## src/rtl/row_clear_ctrl_if.sv

```systemverilog
// row_clear_ctrl_if: placement handshake, detector link and status of the grid controller
interface row_clear_ctrl_if #(parameter int CNT_W = 8);
    logic             place_valid;
    logic [11:0]      place_mask;
    logic             place_ready;
    logic [11:0]      det_grid;
    logic [2:0]       det_f;
    logic [2:0]       row_cleared;
    logic [CNT_W-1:0] lines;
    logic             reject;
    logic             fault;
    modport master (
        output place_valid, place_mask, det_f,
        input  place_ready, det_grid, row_cleared, lines, reject, fault
    );
    modport slave (
        input  place_valid, place_mask, det_f,
        output place_ready, det_grid, row_cleared, lines, reject, fault
    );
endinterface

```

## src/rtl/row_clear_ctrl.sv

```systemverilog
// row_clear_ctrl: owns the 4x3 grid, merges pieces and clears full rows one per cycle with gravity
module row_clear_ctrl #(
    parameter int CNT_W = 8
) (
    input logic           clk,
    input logic           reset_n,
    row_clear_ctrl_if.slave bus
);
    localparam logic [0:0] IDLE  = 1'b0;
    localparam logic [0:0] CHECK = 1'b1;
    logic [0:0]       state;
    logic [11:0]      grid;
    logic [11:0]      cleared_grid;
    logic [CNT_W-1:0] lines;
    logic [2:0]       row_cleared;
    logic             reject;
    logic             fault;
    logic             one_hot;
    assign one_hot = bus.det_f inside {3'b001, 3'b010, 3'b100};
    // rows above the cleared one fall by one; rows below keep their contents
    always_comb begin
        cleared_grid = bus.det_f[0] ? {grid[11:4], 4'h0} :
                       bus.det_f[1] ? {grid[11:8], grid[3:0], 4'h0} :
                                      {grid[7:0], 4'h0};
    end
    always_ff @(posedge clk or negedge reset_n) begin
        if (!reset_n) begin
            state       <= IDLE;
            grid        <= '0;
            lines       <= '0;
            row_cleared <= '0;
            reject      <= 1'b0;
            fault       <= 1'b0;
        end else begin
            row_cleared <= '0;
            reject      <= 1'b0;
            if (state == IDLE) begin
                if (bus.place_valid) begin
                    if (|(bus.place_mask & grid)) begin
                        reject <= 1'b1;
                    end else begin
                        grid  <= grid | bus.place_mask;
                        state <= CHECK;
                    end
                end
            end else if (bus.det_f == 3'b000) begin
                state <= IDLE;
            end else if (one_hot) begin
                grid        <= cleared_grid;
                row_cleared <= bus.det_f;
                if (lines != '1) lines <= lines + 1'b1;
            end else begin
                fault <= 1'b1;
                state <= IDLE;
            end
        end
    end
    assign bus.place_ready = (state == IDLE);
    assign bus.det_grid    = grid;
    assign bus.row_cleared = row_cleared;
    assign bus.lines       = lines;
    assign bus.reject      = reject;
    assign bus.fault       = fault;
endmodule

```

## src/flat_wrapper.sv

```systemverilog
// flat-port wrapper written by rule: the top's interface ports become plain ports
module row_clear_ctrl_flat 
#(
    parameter int CNT_W = 8
)
  (clk, reset_n, bus_place_valid, bus_place_mask, bus_det_f, bus_place_ready, bus_det_grid, bus_row_cleared, bus_lines, bus_reject, bus_fault);
  row_clear_ctrl_if #(.CNT_W(CNT_W)) bus_i ();
  input logic clk;
  input logic reset_n;
  input wire logic [$bits(bus_i.place_valid)-1:0] bus_place_valid;
  input wire logic [$bits(bus_i.place_mask)-1:0] bus_place_mask;
  input wire logic [$bits(bus_i.det_f)-1:0] bus_det_f;
  output wire logic [$bits(bus_i.place_ready)-1:0] bus_place_ready;
  output wire logic [$bits(bus_i.det_grid)-1:0] bus_det_grid;
  output wire logic [$bits(bus_i.row_cleared)-1:0] bus_row_cleared;
  output wire logic [$bits(bus_i.lines)-1:0] bus_lines;
  output wire logic [$bits(bus_i.reject)-1:0] bus_reject;
  output wire logic [$bits(bus_i.fault)-1:0] bus_fault;
  assign bus_i.place_valid = bus_place_valid;
  assign bus_i.place_mask = bus_place_mask;
  assign bus_i.det_f = bus_det_f;
  assign bus_place_ready = bus_i.place_ready;
  assign bus_det_grid = bus_i.det_grid;
  assign bus_row_cleared = bus_i.row_cleared;
  assign bus_lines = bus_i.lines;
  assign bus_reject = bus_i.reject;
  assign bus_fault = bus_i.fault;
  row_clear_ctrl #(.CNT_W(CNT_W)) u_core (.clk(clk), .reset_n(reset_n), .bus(bus_i));
endmodule
```

## config.mk

```make
export PLATFORM = sky130hd
export DESIGN_NAME = row_clear_ctrl_flat
export DESIGN_NICKNAME = d
export VERILOG_FILES = /design/src/rtl/row_clear_ctrl_if.sv /design/src/rtl/row_clear_ctrl.sv /design/src/flat_wrapper.sv
export SDC_FILE = /design/constraint.sdc
export NUM_CORES = 1
export LEC_CHECK = 0
export BUFFER_PORTS_ARGS = -buffer_cell sky130_fd_sc_hd__buf_2
export CORE_AREA = 4 4 55 69
export DETAILED_ROUTE_END_ITERATION = 8
export DIE_AREA = 0 0 59 73
export PLACE_DENSITY_LB_ADDON = 0.15
export RECOVER_POWER = 50
export SLEW_MARGIN = 10
export SYNTH_ARGS = -nofsm -noshare
export SYNTH_HDL_FRONTEND = slang
export SYNTH_SLANG_ARGS = --single-unit
```

## constraint.sdc

```tcl
create_clock -name clk -period 2 [get_ports clk]
set_clock_uncertainty 0.1 [all_clocks]
set_input_delay 0.1 -clock clk [delete_from_list [all_inputs] [get_ports clk]]
set_output_delay 0.1 -clock clk [all_outputs]
set_load 0.02 [all_outputs]
```

After elaboration in Yosys (flattened, before gate mapping)

Cells that the tools add are included.

Input port bits: 18
Bits in registers: 26
Output and inout bits: 26
Logic and storage cells: 50

Eq/ne operators: 9
Add/sub/neg operators: 1
Multiplexer cells: 18
Reduce and logical (&&, ||, !) cells: 9
Bitwise operators: 5

Operators with widths:

| cell                  | number |
|---|---|
| $mux W12              | 7 |
| $and A12 B12 Y12      | 1 |
| $or A12 B12 Y12       | 1 |
| $reduce_or A12 Y1     | 1 |
| $mux W3               | 3 |
| $add A8 B1 Y8 const B | 1 |
| $mux W1               | 8 |
| $ne A2 B2 Y1 const B  | 4 |
| $ne A8 B8 Y1 const B  | 1 |
| $reduce_and A4 Y1     | 2 |
| $reduce_and A6 Y1     | 1 |
| $reduce_and A5 Y1     | 1 |
| $eq A3 B1 Y1 const B  | 1 |
| $eq A3 B2 Y1 const B  | 1 |
| $eq A3 B3 Y1 const B  | 1 |
| $logic_not A3 Y1      | 1 |
| $not A1 Y1            | 3 |
| $reduce_and A3 Y1     | 1 |
| $reduce_bool A3 Y1    | 1 |
| $ne A2 B1 Y1 const B  | 1 |
| $reduce_bool A2 Y1    | 1 |

Depth between registers and ports, before layout

Gate-level depths: netlist of the first run.

Word-level depth: 5
Mapped depth: 6
Depth with buffers taken out: 5

Worst setup path before layout of the first run

OpenSTA, ideal clock, no wires.

Path type: reg2reg
Start point: register u_core.lines[0] (netlist: u_core.bus.lines[0])
End point: register u_core.lines[1] (netlist: u_core.bus.lines[1])
Library setup time: 0.128 ns
Path slack: 0.325 ns
Stages on the path, launching flop included: 6
Arrival time: 1.448 ns
Cells stage by stage: dfrtp_1 -> ha_1 -> nand3_1 -> nor2_1 -> nor2_1 -> mux2_1

Cells in the longest elaborated chain, start to end: 2
Elaborated cells between the ends (all ways): 3

Ends and longest elaborated chain:

| what                                                  | line                 | source |
|---|---|---|
| start, declared                                       | row_clear_ctrl.sv:14 | `logic [CNT_W-1:0] lines;` |
| start signal, assigned                                | row_clear_ctrl.sv:51 | `if (lines != '1) lines <= lines + 1'b1;` |
| branches (longest 2 deep; another with $add A8 B1 Y8) | --                   |  |

Parallel ways; which one is timed is not known.
A chain may end at the register's enable or synchronous reset.

Final worst setup path of the first run

Start point: register u_core.lines[2] (netlist: u_core.bus.lines[2])
End point: register u_core.lines[1] (netlist: u_core.bus.lines[1])

Cells in the longest elaborated chain, start to end: 2

Ends and longest elaborated chain:

| what                               | line |
|---|---|
| $ne A8 B8 Y1                       | row_clear_ctrl.sv:51 |
| $reduce_and A4 Y1 (no source line) | -- |

Every way passes these cells.

==> impl_metrics.py, run 1 <==
metrics = {
    "drt": {
        "first_iter_violations": 50,
        "routed_wl_um": 3430,
        "wl_per_cell_um": 16.2,
        "antenna_left": 0,
        "drtPass1Iterations": 4,
        "vias_per_cell": 5.70,
        "drc": 0,
        "vias": 1208,
    },
    "final_layout": {
        "layout_common_cells": "buf_2 (32), dfrtp_1 (26), clkbuf_1 (11)",
        "drive_gt1_frac": 0.274,
        "nNetsFinal": 196,
        "fillers": 321,
        "area_growth_pct": 22.1,
        "multi_input_comb_area_um2": 679,
        "antennaDiodeCount": 0,
        "design_area_um2": 1680,
        "register_area_um2": 651,
        "final_common_cell": "buf_2",
    },
    "clocking": {
        "cts-root-buf": "clkbuf_8",
        "tritoncts": "yes",
        "postCtsSetupBuffers": 0,
        "post_cts_resized": 0,
        "cts_max_path_buffers": 2,
        "clock_latency_ns": 0.27,
        "clk_pin_slew_ns": 0.09,
        "h-tree-depth": 1,
        "cts.sinks": 26,
        "cts_buffers": 3,
    },
    "grt": {
        "grt_antenna_before_repair": 0,
        "grt_pass1_wl_um": 5710,
        "grt-ovfl-total": 0,
        "grt_use_total": 0.173,
        "grt_max_degree": 27,
        "first_global_vias": 1257,
    },
    "floorplanning": {
        "die_x_um": 59,
        "start_util": 0.436,
        "rows": 23,
        "die_height_um": 73,
        "io_pins": 44,
        "core_um2": 3170,
        "dieArea_um2": 4310,
    },
    "logic_synthesis": {
        "yosys_warnings": 0,
        "async_flop_share": 1.00,
        "avgSynthCellArea_um2": 10.9,
        "synthCells": 127,
        "yosysSeqAreaShare": 0.472,
        "netlist_area_um2": 1380,
        "ys_types": 32,
        "synth_edf_count": 0,
        "yosys_most_used_dff": "dfrtp_1",
        "synth_seq_cells": 26,
        "synth_fp_nets": 146,
    },
    "sta": {
        "fmax_ghz": 0.583,
        "post-route-min-period_ns": 1.72,
        "relSlewSlack": 0.0489,
        "setup_slack_ns": 0.285,
        "finalMaxSlewViolations": 0,
        "worstMarginPinSlew_ns": 1.43,
        "rsz0062_at_grt": "false",
        "period_share": 0.858,
        "final_hold_viol_count": 0,
        "setup_viol": 0,
        "tns_ns": 0,
    },
    "worst_setup_path": {
        "critical-path-slowest-cell": "dfrtp_1",
        "crit_top_cell": "nor2_1",
        "startpoint_type": "flip-flop",
        "end_kind": "flip-flop",
        "crit_type": "flip-flop to flip-flop",
        "crit_path_max_fanout": 6,
        "critical-path-max-stage-delay_ns": 0.45,
        "worstPathCellList": "nand4_1, nor2_1, nor2_1, mux2_1",
        "critPathRequiredTime_ns": 2.06,
        "worstPathArrival_ns": 1.78,
    },
    "placement": {
        "place_ws_ns": 0.281,
        "port-buffer-count": 43,
        "place_hpwl_um": 2620,
        "gp_congestion": 0.844,
        "placedInstanceArea_um2": 1640,
    },
    "min_path": {
        "hold_path_class": "primary input to flip-flop",
    },
    "power": {
        "cellLeakagePower_nw": 0.821,
        "power_mw": 2.30,
        "p_per_area_nw_per_um2": 1370,
        "vdd_drop_max_mv": 0.543,
    },
    "job": {
        "maxCapViolCount": 0,
    },
    "run_status": {
        "status": "completed",
    },
}
==> power by group <==
part	total, mW	switching [mW]	internal (mW)
combinational	1.10	0.655	0.448
clock	0.297	0.162	0.135
sequential	0.902	0.201	0.701
total	2.30	1.02	1.28
==> cell type report <==
| class | count | area share |
|---|---|---|
| multi-input combinational | 94 | 0.403 |
| sequential | 26 | 0.386 |
| timing repair buffer | 50 | 0.154 |
| tap | 37 | 0.0275 |
| clock buffer | 3 | 0.0245 |
| inverter | 2 | 0.00446 |
==> logic make-up (layout without fill, tap and decap cells) <==
group | Yosys count | count (layout) | share of synthesized area
fa+ha+maj | 2 | 2 | 0.0163
flops | 26 | 26 | 0.472
xor+xnor | 8 | 8 | 0.0563
compound gates | 39 | 39 | 0.209
simple gates | 44 | 44 | 0.203
mux | 1 | 1 | 0.00817
buf+inv | 7 | 55 | 0.0354
==> Yosys cell counts, drive strengths merged, types with 3 or more instances <==
library cell / number / share of area
o21ai: 5 / 0.018
buf: 3 / 0.024
nor3: 11 / 0.044
xor2: 8 / 0.056
o22a: 4 / 0.025
a22oi: 6 / 0.033
or4b: 4 / 0.029
o21a: 4 / 0.022
a21oi: 5 / 0.021
dfrtp: 26 / 0.47
nor2: 5 / 0.014
nand2: 6 / 0.016
a21o: 6 / 0.033
nand4: 5 / 0.023
nand3: 4 / 0.015
o31a: 8 / 0.051
==> final timing paths <==
path	startpoint	end	slack, ns	depth (start not counted)
worst max-delay path	u_core.bus.lines[2]$_DFFE_PN0P_	u_core.bus.lines[1]$_DFFE_PN0P_	0.28	4
worst min-delay path	bus_det_f[2]	u_core.bus.row_cleared[2]$_DFF_PN0_	0.09	2
worst max register to register	u_core.bus.lines[2]$_DFFE_PN0P_	u_core.bus.lines[1]$_DFFE_PN0P_	0.28	4
worst min register to register	u_core.bus.fault$_DFFE_PN0P_	u_core.bus.fault$_DFFE_PN0P_	0.37	1
max in group asynchronous	reset_n	u_core.bus.det_grid[5]$_DFFE_PN0P_	0.38	2
min in group asynchronous	reset_n	u_core.bus.det_grid[8]$_DFFE_PN0P_	0.58	2
==> stage by stage <==
stage / utilization / std cells / hold WS [ns]
final: 0.532 / 212 / 0.0920
after global routing: 0.532 / 212 / 0.0938
after CTS: 0.536 / 212 / 0.0908
after detailed placement: 0.517 / 207 / 0.0394
after global placement: 0.517 / 207 / 0.0322
after floorplan: - / 127 / -0.296
==> registers in the layout, indices dropped and copies added (netlist names) <==
register / flops
u_core.bus.det_grid: 12
u_core.bus.row_cleared: 3
u_core.bus.fault: 1
u_core.state: 1
u_core.bus.lines: 8
u_core.bus.reject: 1
==> critical path, delay by kind of cell, from the launching register on <==
family / cells / cell delay (ns)
simple gates: 3 / 0.74
mux: 1 / 0.32
flops: 1 / 0.45
==> routing by layer <==
layer	vias to the layer above	GRT usage	wire length, um
li1	582	-	-
met1	570	0.217	1450
met2	49	0.290	1690
met3	7	0.0248	237
met4	0	0.0781	55
met5	-	0	0
==> repair_timing <==
| item | in CTS | in global routing |
|---|---|---|
| setup endpoints to repair | 0 | 0 |
| hold buffers | 2 | 0 |
| endpoints found under the hold margin | 27 | 0 |
Note: power is estimated with default switching activity, not from simulation.
==> run 2: changes to the inputs <==
==> constraint.sdc (replaced) <==
create_clock -name clk -period 2.2 [get_ports clk]
set_clock_uncertainty 0.1 [all_clocks]
set_input_delay 0.11 -clock clk [delete_from_list [all_inputs] [get_ports clk]]
set_output_delay 0.11 -clock clk [all_outputs]
set_load 0.1 [all_outputs]
==> impl_metrics.py, run 2 (same netlist as run 1, synthesis figures left out) <==
metrics = {
    "run_status": {
        "status": "completed",
    },
    "drt": {
        "drtPass1Iterations": 4,
        "routed_wl_um": 3290,
        "vias": 1197,
        "drc": 0,
        "antenna_left": 0,
        "wl_per_cell_um": 15.6,
        "first_iter_violations": 48,
        "vias_per_cell": 5.67,
    },
    "floorplanning": {
        "rows": 23,
        "io_pins": 44,
        "start_util": 0.436,
        "die_x_um": 59,
        "core_um2": 3170,
        "dieArea_um2": 4310,
        "die_height_um": 73,
    },
    "clocking": {
        "tritoncts": "yes",
        "holdBufCountCts": 2,
        "postCtsSetupBuffers": 0,
        "cts_max_path_buffers": 2,
        "cts.sinks": 26,
        "clock_latency_ns": 0.27,
        "cts_buffers": 3,
        "post_cts_resized": 0,
        "cts-root-buf": "clkbuf_8",
        "clk_pin_slew_ns": 0.08,
        "h-tree-depth": 1,
    },
    "final_layout": {
        "area_growth_pct": 22.1,
        "largest_reg_flops": 12,
        "layout_common_cells": "buf_2 (34), dfrtp_1 (20), nor3_1 (10), clkbuf_1 (10), o31a_1 (8)",
        "antennaDiodeCount": 0,
        "fillers": 315,
        "drive_gt1_frac": 0.310,
        "final_common_cell": "buf_2",
        "nNetsFinal": 194,
    },
    "worst_setup_path": {
        "startpoint_type": "flip-flop",
        "path_delay_family": "simple AND/OR/NAND/NOR gates",
        "critical-path-max-stage-delay_ns": 0.47,
        "crit_path_max_fanout": 11,
        "critical-path-slowest-cell": "nor3_2",
        "crit_type": "flip-flop to flip-flop",
        "crit_start": "u_core.state$_DFF_PN0_",
        "worstPathCellList": "buf_4, nor2b_1, nand3_1, nor3_2, o31a_1",
        "critPathRequiredTime_ns": 2.31,
        "worst-path-buf-inv": 1,
        "worstPathArrival_ns": 1.92,
        "end_kind": "flip-flop",
        "r2r-start": "u_core.state$_DFF_PN0_",
    },
    "sta": {
        "tns_ns": 0,
        "rsz0062_at_grt": "false",
        "setup_viol": 0,
        "relSlewSlack": 0.221,
        "finalMaxSlewViolations": 0,
        "period_share": 0.824,
        "worstMarginPinSlew_ns": 1.17,
        "post-route-min-period_ns": 1.81,
        "fmax_ghz": 0.551,
        "final_hold_viol_count": 0,
    },
    "job": {
        "maxCapViolCount": 0,
    },
    "placement": {
        "gp_congestion": 0.894,
        "place_hpwl_um": 2560,
        "port-buffer-count": 43,
    },
    "grt": {
        "grt_antenna_before_repair": 0,
        "grt-ovfl-total": 0,
        "grt_max_degree": 27,
        "first_global_vias": 1196,
        "grt_use_total": 0.164,
        "grt_pass1_wl_um": 5400,
    },
    "min_path": {
        "hold_start": "bus_det_f[2]",
        "hold_path_class": "primary input to flip-flop",
    },
}
-- run 2: changes by cell type in the layout (fill, tap and decap cells not counted), sizes merged --
cell    before  now
clkbuf      14   13
-- run 2: worst paths after layout --
check                           cells after the start                                  end  slack, ns
worst max register to register                      5   u_core.bus.det_grid[8]$_DFFE_PN0P_       0.39
min in group asynchronous                           2   u_core.bus.det_grid[9]$_DFFE_PN0P_       0.27
max in group asynchronous                           2      u_core.bus.lines[1]$_DFFE_PN0P_       1.32
worst min register to register                      1         u_core.bus.fault$_DFFE_PN0P_       0.37
worst min-delay path                                2  u_core.bus.row_cleared[2]$_DFF_PN0_       0.11
worst max-delay path                                5   u_core.bus.det_grid[8]$_DFFE_PN0P_       0.39
-- run 2: cell type report --
type | count | area [um^2] | area share
multi-input cells | 94 | 679 | 0.404
flip-flops and latches | 26 | 658 | 0.391
clock buffers | 4 | 45.0 | 0.0268
repair buffers | 48 | 246 | 0.146
well taps | 37 | 46.3 | 0.0275
inverters | 2 | 7.51 | 0.00446
-- run 2: worst reg2reg max path: cells and delay by family, from the launching register on --
family	cells	cell delay, ns
compound gates	1	0.19
buf+inv	1	0.18
simple gates	3	0.87
flops	1	0.41
-- run 2: routing by layer --
metal	GRT usage	vias up	wire, um	part of all wire
li1	-	578	-	-
met1	0.194	574	1340	0.41
met2	0.296	40	1670	0.51
met3	0.0230	5	225	0.068
met4	0.0579	0	48	0.015
met5	0	-	0	0
-- run 2: per-stage QoR --
step	utilization	setup WS [ns]	instances	hold slack [ns]	instance area [um^2]
global route	0.532	0.277	211	0.109	1680
detailed placement	0.515	0.413	205	0.0491	1630
global placement	0.515	0.490	205	0.0376	1630
floorplan	-	0.168	127	-0.286	1390
finish	0.532	0.386	211	0.109	1680
CTS	0.535	0.404	211	0.102	1690
Power of run 2 is not shown: default switching activity piles up to over one toggle a cycle in this logic, so the estimate is an artifact.
